**src/rtl/fifo_stream_reader_if.sv**
```systemverilog
// ---------------------------------------------------------------------------
// fifo_stream_reader_if
// Groups the two handshakes of the FIFO stream reader:
//   FIFO read port : r_e (read enable), buf_out (read data), buf_empty
//   Output stream  : m_data, m_valid, m_ready
// Modports:
//   master - the reader itself (drives r_e and the stream, receives FIFO data
//            and downstream ready)
//   slave  - the environment (FIFO plus downstream consumer)
// Parameter DSIZE is the data word width and must match the FIFO.
// ---------------------------------------------------------------------------
interface fifo_stream_reader_if #(
    parameter int DSIZE = 8
);
    logic             r_e;
    logic [DSIZE-1:0] buf_out;
    logic             buf_empty;
    logic [DSIZE-1:0] m_data;
    logic             m_valid;
    logic             m_ready;

    modport master (
        output r_e, m_data, m_valid,
        input  buf_out, buf_empty, m_ready
    );

    modport slave (
        input  r_e, m_data, m_valid,
        output buf_out, buf_empty, m_ready
    );
endinterface

```
**src/rtl/fifo_stream_reader.sv**
```systemverilog
// ---------------------------------------------------------------------------
// fifo_stream_reader
// Read-side controller for the synchronous FIFO. Drains xfer_len words from
// the FIFO read port and presents them on a valid/ready stream. A 2-entry
// output queue absorbs the one-cycle FIFO read latency so the stream can run
// at one word per clock without backpressure.
//
// Ports:
//   clk        - system clock, rising edge
//   rst        - synchronous active-high reset
//   start      - single-cycle transfer request, honoured only in IDLE
//   xfer_len   - transfer length in words, sampled on an accepted start
//   busy       - high while in RUN or DRAIN
//   done       - one-cycle completion pulse
//   words_left - words not yet accepted downstream
//   stall_cnt  - (RD_STALL_CNT_EN only) cycles lost to an empty FIFO
//   bus        - fifo_stream_reader_if.master (FIFO read port + stream)
//
// Optional feature macro: RD_STALL_CNT_EN
// ---------------------------------------------------------------------------
module fifo_stream_reader #(
    parameter int DSIZE = 8,
    parameter int LW    = 8
) (
    input  logic                 clk,
    input  logic                 rst,
    input  logic                 start,
    input  logic [LW-1:0]        xfer_len,
    output logic                 busy,
    output logic                 done,
    output logic [LW-1:0]        words_left,
`ifdef RD_STALL_CNT_EN
    output logic [15:0]          stall_cnt,
`endif
    fifo_stream_reader_if.master bus
);

    typedef enum logic [1:0] {IDLE, RUN, DRAIN, DONE} state_t;

    state_t           state;
    state_t           state_nxt;
    logic [1:0]       occ;
    logic             rd_pend;
    logic [DSIZE-1:0] head_q;
    logic [DSIZE-1:0] tail_q;
    logic [LW-1:0]    issue_left;
    logic [2:0]       inflight;
    logic             pop;
    logic             push;
    logic             credit;
    logic             accept;

    // Words already buffered plus the one still coming back from the FIFO.
    assign inflight = {1'b0, occ} + {2'b00, rd_pend};
    assign pop      = bus.m_valid && bus.m_ready;
    assign push     = rd_pend;
    // A slot is free now, or one is being freed by a pop this cycle.
    assign credit   = (inflight < 3'd2) || pop;
    assign accept   = (state == IDLE) && start;

    assign bus.m_valid = (occ != 2'd0);
    assign bus.m_data  = head_q;

    // State register
    always_ff @(posedge clk) begin
        if (rst) begin
            state <= IDLE;
        end else begin
            state <= state_nxt;
        end
    end

    // Next-state logic
    always_comb begin
        state_nxt = state;
        case (state)
            IDLE: begin
                if (start) begin
                    state_nxt = (xfer_len != '0) ? RUN : DONE;
                end
            end
            RUN: begin
                if (bus.r_e && (issue_left == LW'(1))) begin
                    state_nxt = DRAIN;
                end
            end
            DRAIN: begin
                if (!rd_pend && (occ == 2'd0) && (words_left == '0)) begin
                    state_nxt = DONE;
                end
            end
            DONE: begin
                state_nxt = IDLE;
            end
            default: begin
                state_nxt = IDLE;
            end
        endcase
    end

    // Output logic
    always_comb begin
        bus.r_e = 1'b0;
        busy    = 1'b0;
        done    = 1'b0;
        bus.r_e = (state == RUN) && !bus.buf_empty && (issue_left != '0) && credit;
        busy    = (state == RUN) || (state == DRAIN);
        done    = (state == DONE);
    end

    // Counters, read-pending flag and the 2-entry output queue. head_q is
    // always the oldest word; a word returning from the FIFO lands in head_q
    // when the queue is (or is becoming) empty, otherwise behind it.
    always_ff @(posedge clk) begin
        if (rst) begin
            rd_pend    <= 1'b0;
            occ        <= 2'd0;
            head_q     <= '0;
            tail_q     <= '0;
            issue_left <= '0;
            words_left <= '0;
        end else begin
            rd_pend <= bus.r_e;

            if (accept) begin
                issue_left <= xfer_len;
                words_left <= xfer_len;
            end else begin
                if (bus.r_e && (issue_left != '0)) begin
                    issue_left <= issue_left - LW'(1);
                end
                if (pop && (words_left != '0)) begin
                    words_left <= words_left - LW'(1);
                end
            end

            case ({push, pop})
                2'b10: begin
                    if (occ == 2'd0) begin
                        head_q <= bus.buf_out;
                    end else begin
                        tail_q <= bus.buf_out;
                    end
                    occ <= occ + 2'd1;
                end
                2'b01: begin
                    head_q <= tail_q;
                    occ    <= occ - 2'd1;
                end
                2'b11: begin
                    if (occ == 2'd1) begin
                        head_q <= bus.buf_out;
                    end else begin
                        head_q <= tail_q;
                        tail_q <= bus.buf_out;
                    end
                end
                default: begin
                end
            endcase
        end
    end

`ifdef RD_STALL_CNT_EN
    // Counts cycles where a read would have issued but the FIFO was empty.
    always_ff @(posedge clk) begin
        if (rst || accept) begin
            stall_cnt <= '0;
        end else if ((state == RUN) && bus.buf_empty && (issue_left != '0) &&
                     credit && (stall_cnt != 16'hFFFF)) begin
            stall_cnt <= stall_cnt + 16'd1;
        end
    end
`endif

    // The queue can never be asked to hold more than two words.
    assert property (@(posedge clk) disable iff (rst) inflight <= 3'd2);

endmodule

```
**src/flat_wrapper.sv**
```systemverilog
// flat-port wrapper written by rule: the top's interface ports become plain ports
module fifo_stream_reader_flat 
#(
    parameter int DSIZE = 8,
    parameter int LW    = 8
)
  (clk, rst, start, xfer_len, busy, done, words_left, bus_r_e, bus_m_data, bus_m_valid, bus_buf_out, bus_buf_empty, bus_m_ready);
  fifo_stream_reader_if #(.DSIZE(DSIZE)) bus_i ();
  input  logic clk;
  input  logic rst;
  input  logic start;
  input  logic [LW-1:0] xfer_len;
  output logic busy;
  output logic done;
  output logic [LW-1:0] words_left;
  output wire logic [$bits(bus_i.r_e)-1:0] bus_r_e;
  output wire logic [$bits(bus_i.m_data)-1:0] bus_m_data;
  output wire logic [$bits(bus_i.m_valid)-1:0] bus_m_valid;
  input wire logic [$bits(bus_i.buf_out)-1:0] bus_buf_out;
  input wire logic [$bits(bus_i.buf_empty)-1:0] bus_buf_empty;
  input wire logic [$bits(bus_i.m_ready)-1:0] bus_m_ready;
  assign bus_r_e = bus_i.r_e;
  assign bus_m_data = bus_i.m_data;
  assign bus_m_valid = bus_i.m_valid;
  assign bus_i.buf_out = bus_buf_out;
  assign bus_i.buf_empty = bus_buf_empty;
  assign bus_i.m_ready = bus_m_ready;
  fifo_stream_reader #(.DSIZE(DSIZE), .LW(LW)) u_core (.clk(clk), .rst(rst), .start(start), .xfer_len(xfer_len), .busy(busy), .done(done), .words_left(words_left), .bus(bus_i));
endmodule
```
**config.mk**
```make
export PLATFORM = sky130hd
export DESIGN_NAME = fifo_stream_reader_flat
export DESIGN_NICKNAME = d
export VERILOG_FILES = /design/src/rtl/fifo_stream_reader_if.sv /design/src/rtl/fifo_stream_reader.sv /design/src/flat_wrapper.sv
export SDC_FILE = /design/constraint.sdc
export NUM_CORES = 1
export LEC_CHECK = 0
export BUFFER_PORTS_ARGS = -buffer_cell sky130_fd_sc_hd__buf_2
export CORE_MARGIN = 3
export CORE_UTILIZATION = 53
export CTS_CLUSTER_DIAMETER = 120
export DETAILED_ROUTE_END_ITERATION = 7
export PLACE_DENSITY = 0.78
export SYNTH_ARGS = -nofsm -noshare
export SYNTH_HDL_FRONTEND = slang
export SYNTH_SLANG_ARGS = --single-unit
```
**constraint.sdc**
```tcl
create_clock -name clk -period 4.15 [get_ports clk]
set_input_delay 0.2075 -clock clk [delete_from_list [all_inputs] [get_ports clk]]
set_output_delay 0.2075 -clock clk [all_outputs]
set_load 0.05 [all_outputs]
```
==> qor.yml <==
yosys:
  synth_area_leaders: "dfxtp_1 38%, ha_1 9.6%, xor2_1 5.4%"
  netlist_instances: 211
  syn_avg_cell_area_um2: 9.30
  synth_most_common_cell: "dfxtp_1"
  ys_warn_count: 0
  synth_cell_types: 42
  syn_nets: 247
  ys_ff_latch: 37
  synth_commonest_cells: "37 x dfxtp_1, 21 x nor2_1, 19 x a21oi_1"
  yosysTopAreaCell: "dfxtp_1"
  synth_seq_area_share_pct: 37.8
  syn_area_um2: 1960
  ys.flop_type: "dfxtp_1"
  synth_async_sr_flop_share_pct: 0
  synth_edf_count: 0
  post-synth-top-area-fraction_pct: 37.8
power_and_ir_drop:
  comb_power_share_pct: 54.1
  switching_power_w: 0.000911
  power.leakage_nw: 0.951
  power.density_nw_per_um2: 808
  internal_power_w: 0.000941
  p_sw_share_pct: 49.2
  pwr-share-clk_pct: 14.8
  worst_ir_drop_vdd_mv: 0.387
  p_seq_share_pct: 31.1
layout:
  nNetsFinal: 287
  drive_gt1_share_pct: 23.4
  layout.cells.non_filler: 298
  antennaDiodeCount: 0
  area_growth_pct: 16.8
  final_area_um2: 2290
  finish.utilization_pct: 66.6
min_path:
  hold_path_depth: 3
  hp-class: "input port to flip-flop"
sta:
  relSlewSlack_pct: 36.1
  period_needed_ps: 2320
  grt_setup_unrepaired: "false"
  fmax_mhz: 430
  hold_ws_ps: 176
  setup_viol: 0
  final.period_utilization_pct: 56.0
  worst_pin_slew_ps: 952
  setup_tns_ps: 0
  hold_violations: 0
  skew_ps: 6.71
  maxSlewViolCount: 0
clock_network:
  clk_pin_slew_ps: 60
  cts-resized-gates: 0
  cts_setup_buffers: 0
  root_buffer: "clkbuf_8"
  ctsHoldBuffers: 0
  clkLatencyLatePin_ps: 290
  clockBufferDepth: 2
  clock-sinks: 37
  cts_tree: "done"
  numCtsBuffers: 5
  cts-htree-levels: 2
drt:
  ant_nets: 0
  dr.pass1.iters: 4
  drt-total-wl_mm: 4.17
  drt_iter0_drc: 74
  wire_per_inst_um: 14.0
  drc: 0
  vias_per_cell: 5.43
  vias: 1619
placed_design:
  place_hpwl_mm: 3.09
  place.gp.congestion: 0.795
  place_area_um2: 2190
  placedCellCount: 290
  port_buffers: 40
outcome:
  outcome: "finished, final reports clean"
critical_path:
  crit_arrival_ps: 2120
  crit_path_start_kind: "flip-flop"
  r2r_slack_ps: 2100
  path_class: "flip-flop to primary output"
  cp-end-kind: "primary output"
  crit_fanout: 8
  reg2regPathDepth: 9
  required_ps: 3940
global_route:
  grt_overflow: 0
  grt.total_usage_pct: 20.4
  antenna_found_initial: 0
  grt_pass1_wl_mm: 6.85
  grt_pass1_vias: 1495
  grt_max_degree: 31
die:
  fp.dieW_um: 66.8
  rows: 21
  io_pins: 41
  die-area_um2: 4470
  die_y_um: 66.8
  start_util_pct: 57.0
  core_area_um2: 3440
run:
  drv_cap: 0
==> flip-flops by register name, indices dropped and copies added, names as in the netlist <==
name	flops
u_core.bus.m_data	8
u_core.issue_left	8
u_core.tail_q	8
u_core.words_left	8
u_core.occ	2
u_core.state	2
u_core.push	1
==> cell type report <==
class | count | area (um2)
fill | 317 | 1150
multi-input combinational | 154 | 1140
sequential | 37 | 741
timing repair buffer | 40 | 200
clock buffer | 7 | 96.3
tap | 46 | 57.6
inverter | 13 | 48.8
clock inverter | 1 | 5.00
==> worst max-delay path: stages (launching register included) <==
cell	delay, ps
dfxtp_1	390
inv_1	60
ha_1	260
nor2b_4	150
inv_2	90
a211oi_4	380
and2_4	240
buf_2	260
==> cell usage in the layout (no fill, tap or decap), types with 6 or more instances in the layout <==
cell | Yosys | final
a22oi_1 | 8 | 8
buf_2 | 2 | 40
nand3_1 | 6 | 6
mux2i_1 | 8 | 8
clkbuf_8 | 0 | 7
dfxtp_1 | 37 | 37
xor2_1 | 12 | 12
o21bai_1 | 7 | 7
a21oi_1 | 19 | 19
a211oi_1 | 9 | 9
ha_1 | 15 | 15
inv_1 | 12 | 12
nor2_1 | 21 | 21
==> power by group through the flow <==
| stage | Sequential (W) | Combinational, W | Clock (W) |
|---|---|---|---|
| after global placement | 0.000578 | 0.000992 | 0 |
| after floorplan | 0.000786 | 0.000596 | 0 |
| after detailed placement | 0.000582 | 0.00100 | 0 |
| after global routing | 0.000592 | 0.00110 | 0.000295 |
| final | 0.000576 | 0.00100 | 0.000274 |
| after CTS | 0.000575 | 0.00101 | 0.000279 |
==> cell families (layout without fill, tap and decap cells) <==
group	Yosys count	after routing	synth area share, %
buffers and inverters	20	61	3.95
XOR/XNOR	15	15	6.70
adder cells (fa/ha/maj)	15	15	9.57
AO/OA/AOI/OAI	57	57	20.8
multiplexers	8	8	4.08
AND/OR/NAND/NOR	59	59	17.2
flip-flops	37	37	37.8
==> routing by layer <==
layer	up-vias	GRT usage, %	routed length [um]
met5	-	0	0
met4	0	7.61	61
met3	6	4.55	175
met2	33	33.0	1950
met1	739	26.3	1990
li1	841	-	-
==> path summary, 6_finish.rpt <==
path / to / start
max: bus_r_e / u_core.occ[0]$_SDFFE_PP0P_
min: u_core.tail_q[3]$_SDFFE_PP0P_ / bus_buf_out[3]
max reg2reg: u_core.tail_q[5]$_SDFFE_PP0P_ / u_core.occ[0]$_SDFFE_PP0P_
min reg2reg: u_core.bus.m_data[4]$_SDFFE_PP0P_ / u_core.bus.m_data[4]$_SDFFE_PP0P_
==> metrics by stage <==
| stage | total power (W) | worst slack (ps) |
|---|---|---|
| 3_5_place_dp | 0.00158 | 2120 |
| 3_3_place_gp | 0.00157 | 2160 |
| 4_1_cts | 0.00186 | 1820 |
| 6_report | 0.00185 | 1830 |
| 5_1_grt | 0.00199 | 1710 |
| 2_1_floorplan | 0.00138 | 2040 |
No activity file was read; power rests on OpenSTA's default activity.
